### src/rtl/timer_pkg.sv
// timer_pkg: shared state encoding and default widths for period_timer
package timer_pkg;
    typedef enum logic {IDLE = 1'b0, RUN = 1'b1} state_t;
    localparam int NUM_BITS_DEF = 4;
    localparam int TICK_CNT_W_DEF = 8;
endpackage

### src/rtl/flex_counter.sv
// flex_counter: up-counter from 0 that reloads 1 after reaching the rollover value
module flex_counter
    import timer_pkg::*;
#(
    parameter int NUM_BITS = NUM_BITS_DEF
) (
    input  logic                clk,
    input  logic                nrst,
    input  logic                clear,
    input  logic                count_enable,
    input  logic [NUM_BITS-1:0] rollover_val,
    output logic [NUM_BITS-1:0] count_out,
    output logic                rollover_flag
);
    assign rollover_flag = count_out == rollover_val;
    // count while enabled; clear wins over enable
    always_ff @(posedge clk or negedge nrst)
        if (!nrst)
            count_out <= '0;
        else if (clear)
            count_out <= '0;
        else if (count_enable)
            count_out <= rollover_flag ? NUM_BITS'(1) : count_out + 1'b1;
endmodule

### src/rtl/period_timer.sv
// period_timer: one-shot or periodic tick generator with saturating tick count
module period_timer
    import timer_pkg::*;
#(
    parameter int NUM_BITS   = NUM_BITS_DEF,
    parameter int TICK_CNT_W = TICK_CNT_W_DEF
) (
    input  logic                  clk,
    input  logic                  nrst,
    input  logic                  start,
    input  logic                  stop,
    input  logic                  periodic,
    input  logic [NUM_BITS-1:0]   period,
    output logic                  busy,
    output logic                  tick,
    output logic                  done,
    output logic                  err,
    output logic [TICK_CNT_W-1:0] tick_cnt
);
    state_t              state;
    logic [NUM_BITS-1:0] per_q;
    logic [NUM_BITS-1:0] unused_count;
    logic                periodic_q;
    logic                roll;
    logic                accept;
    assign busy   = state == RUN;
    assign tick   = busy & roll & ~stop;
    assign done   = tick & ~periodic_q;
    assign accept = ~busy & start & |period;
    flex_counter #(.NUM_BITS(NUM_BITS)) u_cnt (
        .clk          (clk),
        .nrst         (nrst),
        .clear        (~busy),
        .count_enable (busy),
        .rollover_val (per_q),
        .count_out    (unused_count),
        .rollover_flag(roll)
    );
    // state machine and configuration captured at an accepted start
    always_ff @(posedge clk or negedge nrst)
        if (!nrst) begin
            state      <= IDLE;
            per_q      <= '0;
            periodic_q <= 1'b0;
        end else if (accept) begin
            state      <= RUN;
            per_q      <= period;
            periodic_q <= periodic;
        end else if (busy & (stop | done))
            state <= IDLE;
    // flag a start rejected for a zero period
    always_ff @(posedge clk or negedge nrst)
        if (!nrst)
            err <= 1'b0;
        else
            err <= ~busy & start & ~|period;
    // saturating count of ticks since the last accepted start
    always_ff @(posedge clk or negedge nrst)
        if (!nrst)
            tick_cnt <= '0;
        else if (accept)
            tick_cnt <= '0;
        else if (tick & ~&tick_cnt)
            tick_cnt <= tick_cnt + 1'b1;
endmodule

### config.mk
export PLATFORM = sky130hd
export DESIGN_NAME = period_timer
export DESIGN_NICKNAME = d
export VERILOG_FILES = /design/src/rtl/timer_pkg.sv /design/src/rtl/flex_counter.sv /design/src/rtl/period_timer.sv
export SDC_FILE = /design/constraint.sdc
export NUM_CORES = 1
export LEC_CHECK = 0
export CAP_MARGIN = 10
export CORE_MARGIN = 2
export CORE_UTILIZATION = 35
export CTS_CLUSTER_SIZE = 40
export DETAILED_ROUTE_END_ITERATION = 10
export GPL_TIMING_DRIVEN = 0
export SYNTH_ARGS = -nofsm -noshare
export SYNTH_HDL_FRONTEND = slang
export SYNTH_SLANG_ARGS = --single-unit
### constraint.sdc
create_clock -name clk -period 2.4 [get_ports clk]
set_input_delay 0.24 -clock clk [delete_from_list [all_inputs] [get_ports clk]]
set_output_delay 0.24 -clock clk [all_outputs]
set_load 0.02 [all_outputs]
======== Word level (Yosys, flattened, before mapping) ========
Index checks and enable logic that the tools add are counted.
cells by class
  add/sub/neg operators ................... 2
  eq/ne operators ......................... 1
  muxes and demuxes ....................... 6
  bitwise operators ....................... 12
  reductions and logical operators ........ 6
operators by type and width
  kind                   count
  $mux W8                2
  $add A8 B1 Y8 const B  1
  $and A1 B1 Y1          8
  $mux W4                2
  $reduce_and A8 Y1      1
  $add A4 B1 Y4 const B  1
  $eq A4 B4 Y1           1
  $reduce_bool A2 Y1     2
  $reduce_or A4 Y1       1
  $not A1 Y1             3
  $logic_not A1 Y1       2
  $mux W1                2
  $or A1 B1 Y1           1
storage, ports and cells
  bits in registers ....................... 19
  input bits .............................. 9
  output and inout bits ................... 12
  word-level logic and storage cells ...... 33

======== Longest topological paths before layout ========
  depth in word-level cells ............... 8
  depth in mapped cells ................... 5
  mapped depth without buffers ............ 5

======== Modules after synthesis ========
From an unflattened synthesis, not the netlist that was laid out.
unflattened totals
  cells, all modules ...................... 89
  area, all modules ....................... 1008.5 um^2
modules (own cells, without submodules)
  module        times used  cells an instance  area each (um^2)  seq. area each (um^2)
  period_timer  1           62                 726.9             375.4
  flex_counter  1           27                 281.5             100.1

======== Worst setup path before layout ========
OpenSTA, ideal clock, no wires.
  path kind ............................... register -> register
  from .................................... reg per_q[2]
  to ...................................... reg state, in the netlist busy
  setup time .............................. 0.152 ns
  arrival time ............................ 1.579 ns
  required time ........................... 2.248 ns
  setup slack ............................. 0.668 ns
  cell stages (with the launch flop) ...... 6
  path buffers ............................ 1
  period minus slack after synthesis ...... 1.732 ns
  cell sequence ........................... dfrtp_1 -> xnor2_2 -> nand4_2 -> clkbuf_8 -> nor3_1 -> o21ai_0
on the way
  cells in the longest elaborated chain, start to end .. 7
RTL lines
  what                          line                RTL
  start: declaration            period_timer.sv:21  logic [NUM_BITS-1:0] per_q;
  start signal: assignment      period_timer.sv:47  per_q <= period;
  $eq A4 B4 Y1                  flex_counter.sv:15  assign rollover_flag = count_out == rollover_val;
  $and A1 B1 Y1 (2 in a row)    period_timer.sv:27  assign tick = busy & roll & ~stop;
  $and A1 B1 Y1                 period_timer.sv:28  assign done = tick & ~periodic_q;
  via done                      period_timer.sv:16  output logic done,
  $or A1 B1 Y1                  period_timer.sv:49  end else if (busy & (stop | done))
  $and A1 B1 Y1                 period_timer.sv:49
  $reduce_bool A2 Y1 (no line)  --
  end signal: assignment        period_timer.sv:42  state <= IDLE;
  end signal: assignment        period_timer.sv:46  state <= RUN;
  end signal: assignment        period_timer.sv:50  state <= IDLE;
  end: declaration              period_timer.sv:20  state_t state;
The timed path passes the listed nets, and every way through them passes these cells.
A chain may end at the register's enable or synchronous reset.

======== Worst setup path after layout ========
  from .................................... reg u_cnt.count_out[2]
  to ...................................... out done
on the way
  cells in the longest elaborated chain, start to end .. 4
RTL lines
  what                        line                RTL
  start: declaration          flex_counter.sv:12  output logic [NUM_BITS-1:0] count_out,
  start signal: assignment    flex_counter.sv:23  count_out <= rollover_flag ? NUM_BITS'(1) : count_out + 1'b1;
  $eq A4 B4 Y1                flex_counter.sv:15
  $and A1 B1 Y1 (2 in a row)  period_timer.sv:27
  $and A1 B1 Y1               period_timer.sv:28
  end: declaration            period_timer.sv:16
No other way between the ends.

==> insert_results.sql <==
INSERT INTO impl_metrics (metric_group, metric, value, unit) VALUES
('clock_tree', 'cts-root-buf', 'sky130_fd_sc_hd__clkbuf_4', ''),
('final_layout', 'final-instance-count-excl-fill', '141', ''),
('final_layout', 'layout.nets', '122', ''),
('yosys', 'post_synth_instance_area', '1000', 'sq um'),
('flow_run', 'cap_violations', '0', ''),
('pwr', 'power.net_switching', '272', 'uW'),
('setup_path', 'timing.critical_path.to_type', 'primary output', ''),
('route', 'drc', '0', ''),
('sta', 'maxSlewViolCount', '0', ''),
('setup_path', 'cell_type_group_with_the_largest_total_delay_on_the_critical_path', 'buffers and inverters', ''),
('setup_path', 'worst_path_max_delay_cell', 'sky130_fd_sc_hd__dfrtp_1', ''),
('setup_path', 'worstSetupStartpointType', 'flop', ''),
('final_layout', 'fillerInstances', '255', ''),
('die', 'top_level_ports', '21', ''),
('route', 'detailroute.via_count', '756', ''),
('yosys', 'postSynth.topFlopCell', 'sky130_fd_sc_hd__dfrtp_1', ''),
('setup_path', 'critical_path_buf_inv_count', '2', ''),
('setup_path', 'critical_path_class', 'flop to primary output', ''),
('die', 'core_area', '2730', 'sq um'),
('outcome', 'outcome', 'finished, final reports clean', ''),
('global_route', 'first_global_vias', '778', ''),
('final_layout', 'post_route_cells_drive_above_1_share', '16.4', '%'),
('route', 'detail_route.wirelength', '2020', 'um'),
('pwr', 'powerDensity', '649', 'nW/um^2'),
('setup_path', 'timing.critical_path.from', 'u_cnt.count_out[2]$_DFF_PN0_', ''),
('die', 'core.rowCount', '19', ''),
('place', 'standard_cell_area_after_detailed_placement', '1240', 'sq um'),
('yosys', 'synth_fp_nets', '97', ''),
('setup_path', 'maximum_fanout_encountered_on_the_critical_timing_path', '10', ''),
('yosys', 'number_of_enable_flip_flop_cells_after_synthesis', '0', ''),
('route', 'viasPerCell', '5.36', ''),
('setup_path', 'max_stage_delay', '460', 'ps'),
('pwr', 'peakVddDrop', '458', 'uV'),
('clock_tree', 'tritoncts', 'done', ''),
('setup_path', 'worst-endpoint-arrival', '1980', 'ps'),
('clock_tree', 'cts_max_level', '1', ''),
('sta', 'finalCritPeriodShare', '92.5', '%'),
('global_route', 'grt_max_degree', '20', ''),
('yosys', 'ys.warnings.count', '0', ''),
('min_path', 'worst_min_delay_path_class', 'input port to async pin', ''),
('global_route', 'grt_use_total', '13.9', '%'),
('yosys', 'synth_area_per_cell', '11.6', 'sq um'),
('clock_tree', 'cts_setup_buffers', '0', ''),
('clock_tree', 'clock_latency', '310', 'ps'),
('setup_path', 'rr_endpoint', 'tick_cnt[3]$_DFFE_PN0P_', ''),
('sta', 'tightest_slew', '866', 'ps'),
('sta', 'rsz0062_at_grt', 'no', ''),
('global_route', 'antenna_found_initial', '0', ''),
('clock_tree', 'tritoncts.num_buffers', '3', ''),
('route', 'number_of_antenna_violating_nets_in_the_routed_design', '0', ''),
('die', 'die_x', '57.4', 'um'),
('clock_tree', 'clk_transition_reported_paths', '120', 'ps'),
('setup_path', 'worst_ep_required_time', '2160', 'ps'),
('clock_tree', 'max-clock-path-buffers', '2', ''),
('setup_path', 'r2r.worst_path.cells', '5', ''),
('place', 'post-place-cells', '137', ''),
('sta', 'timing.final.hold_violations', '0', ''),
('global_route', 'first_pass_grt_wire_length', '3440', 'um'),
('pwr', 'leakage_power_total', '0.551', 'nW'),
('clock_tree', 'cts_sinks', '19', ''),
('final_layout', 'syn2layout_area_growth', '26.8', '%'),
('route', 'total_iterations_of_the_first_detailed_routing_run', '4', ''),
('place', 'io_buffer_count', '20', ''),
('route', 'first_iter_violations', '22', ''),
('die', 'start_util', '36.6', '%'),
('yosys', 'synth_seq_area_share', '47.6', '%'),
('pwr', 'intPower', '550', 'uW'),
('final_layout', 'total_non_filler_cell_area_in_the_finished_layout', '1270', 'sq um'),
('yosys', 'netlist-cell-type-count', '34', ''),
('global_route', 'grt_remaining_overflow', '0', ''),
('place', 'place.detailed.hpwl', '1490', 'um');
==> timing repair <==
| item | in CTS | in global routing |
|---|---|---|
| cloned | 0 | 0 |
| gates resized for setup | 1 | 1 |
| setup endpoints to repair | 1 | 1 |
==> Yosys cell counts, drive strengths merged, types with 2 or more instances <==
cell type | number | area, sq um
or4 | 4 | 30.0
nand2b | 2 | 15.0
nor2 | 3 | 11.3
mux2 | 2 | 22.5
nand4 | 2 | 18.8
nor2b | 2 | 12.5
and4 | 3 | 27.5
o31ai | 3 | 22.5
a22o | 3 | 26.3
a21oi | 4 | 20.0
nor4 | 2 | 12.5
mux2i | 3 | 30.0
dfrtp | 19 | 475
nand2 | 7 | 26.3
xnor2 | 5 | 73.8
nand3 | 6 | 30.0
ha | 2 | 25.0
o21ai | 2 | 10.0
==> layout make-up <==
cell class | instances | area [sq um] | share of cell area (%)
tap | 31 | 38.8 | 3.06
buffer | 2 | 25.0 | 1.97
inverter | 1 | 3.75 | 0.296
multi-input combinational | 64 | 495 | 39.1
clock inverter | 1 | 5.00 | 0.395
sequential | 19 | 475 | 37.5
timing repair buffer | 20 | 201 | 15.9
clock buffer | 3 | 22.5 | 1.78
==> cells by family after synthesis <==
family          Yosys count  synth area share [%]
simple gates             33                  19.5
flops                    19                  47.6
compound gates           18                  14.0
xor+xnor                  6                  8.26
mux                       5                  5.26
buf+inv                   3                  2.88
fa+ha+maj                 2                  2.50
==> metrics by stage <==
stage,hold WS (ps),setup slack (ps),power [mW]
after detailed placement,526,250,0.661
after global placement,524,204,0.656
after floorplan,-55.6,668,0.580
final,405,181,0.822
after global routing,484,49.7,0.867
after CTS,443,38.5,0.837
==> how the worst max path moves through the flow <==
stage	end
floorplan	busy$_DFFE_PN0P_
global placement	done
detailed placement	done
CTS	tick
global route	done
finish	done
==> state kept, by name, indices dropped and copies added (netlist names) <==
signal	count
busy	1
u_cnt.count_out	4
per_q	4
periodic_q	1
tick_cnt	8
err	1
==> layout by cell type (no fill, tap or decap), types with 2 or more instances in the layout <==
cell type,n
sky130_fd_sc_hd__mux2_2,2
sky130_fd_sc_hd__nand2_1,7
sky130_fd_sc_hd__a22o_1,3
sky130_fd_sc_hd__mux2i_1,3
sky130_fd_sc_hd__o21ai_0,2
sky130_fd_sc_hd__nor2b_1,2
sky130_fd_sc_hd__and4_1,2
sky130_fd_sc_hd__ha_1,2
sky130_fd_sc_hd__nor2_1,3
sky130_fd_sc_hd__clkdlybuf4s50_1,18
sky130_fd_sc_hd__nand3_1,6
sky130_fd_sc_hd__xnor2_2,4
sky130_fd_sc_hd__a21oi_1,4
sky130_fd_sc_hd__nor4_1,2
sky130_fd_sc_hd__or4_1,4
sky130_fd_sc_hd__clkbuf_4,3
sky130_fd_sc_hd__o31ai_1,3
sky130_fd_sc_hd__dfrtp_1,19
==> power by group through the flow <==
| stage | Combinational [mW] | Sequential (mW) | Clock (mW) |
|---|---|---|---|
| floorplan | 0.161 | 0.419 | 0 |
| global placement | 0.235 | 0.421 | 0 |
| detailed placement | 0.239 | 0.422 | 0 |
| CTS | 0.240 | 0.415 | 0.182 |
| global route | 0.257 | 0.420 | 0.189 |
| finish | 0.236 | 0.414 | 0.172 |
==> routing by layer <==
layer  part of all wire (%)  vias up  global-route usage (%)
li1                       -      373                       -
met1                     46      359                    17.2
met2                     48       22                    22.1
met3                    5.4        2                    5.22
met4                   0.54        0                    4.98
met5                      0        -                       0
(Power assumes the default switching activity.)
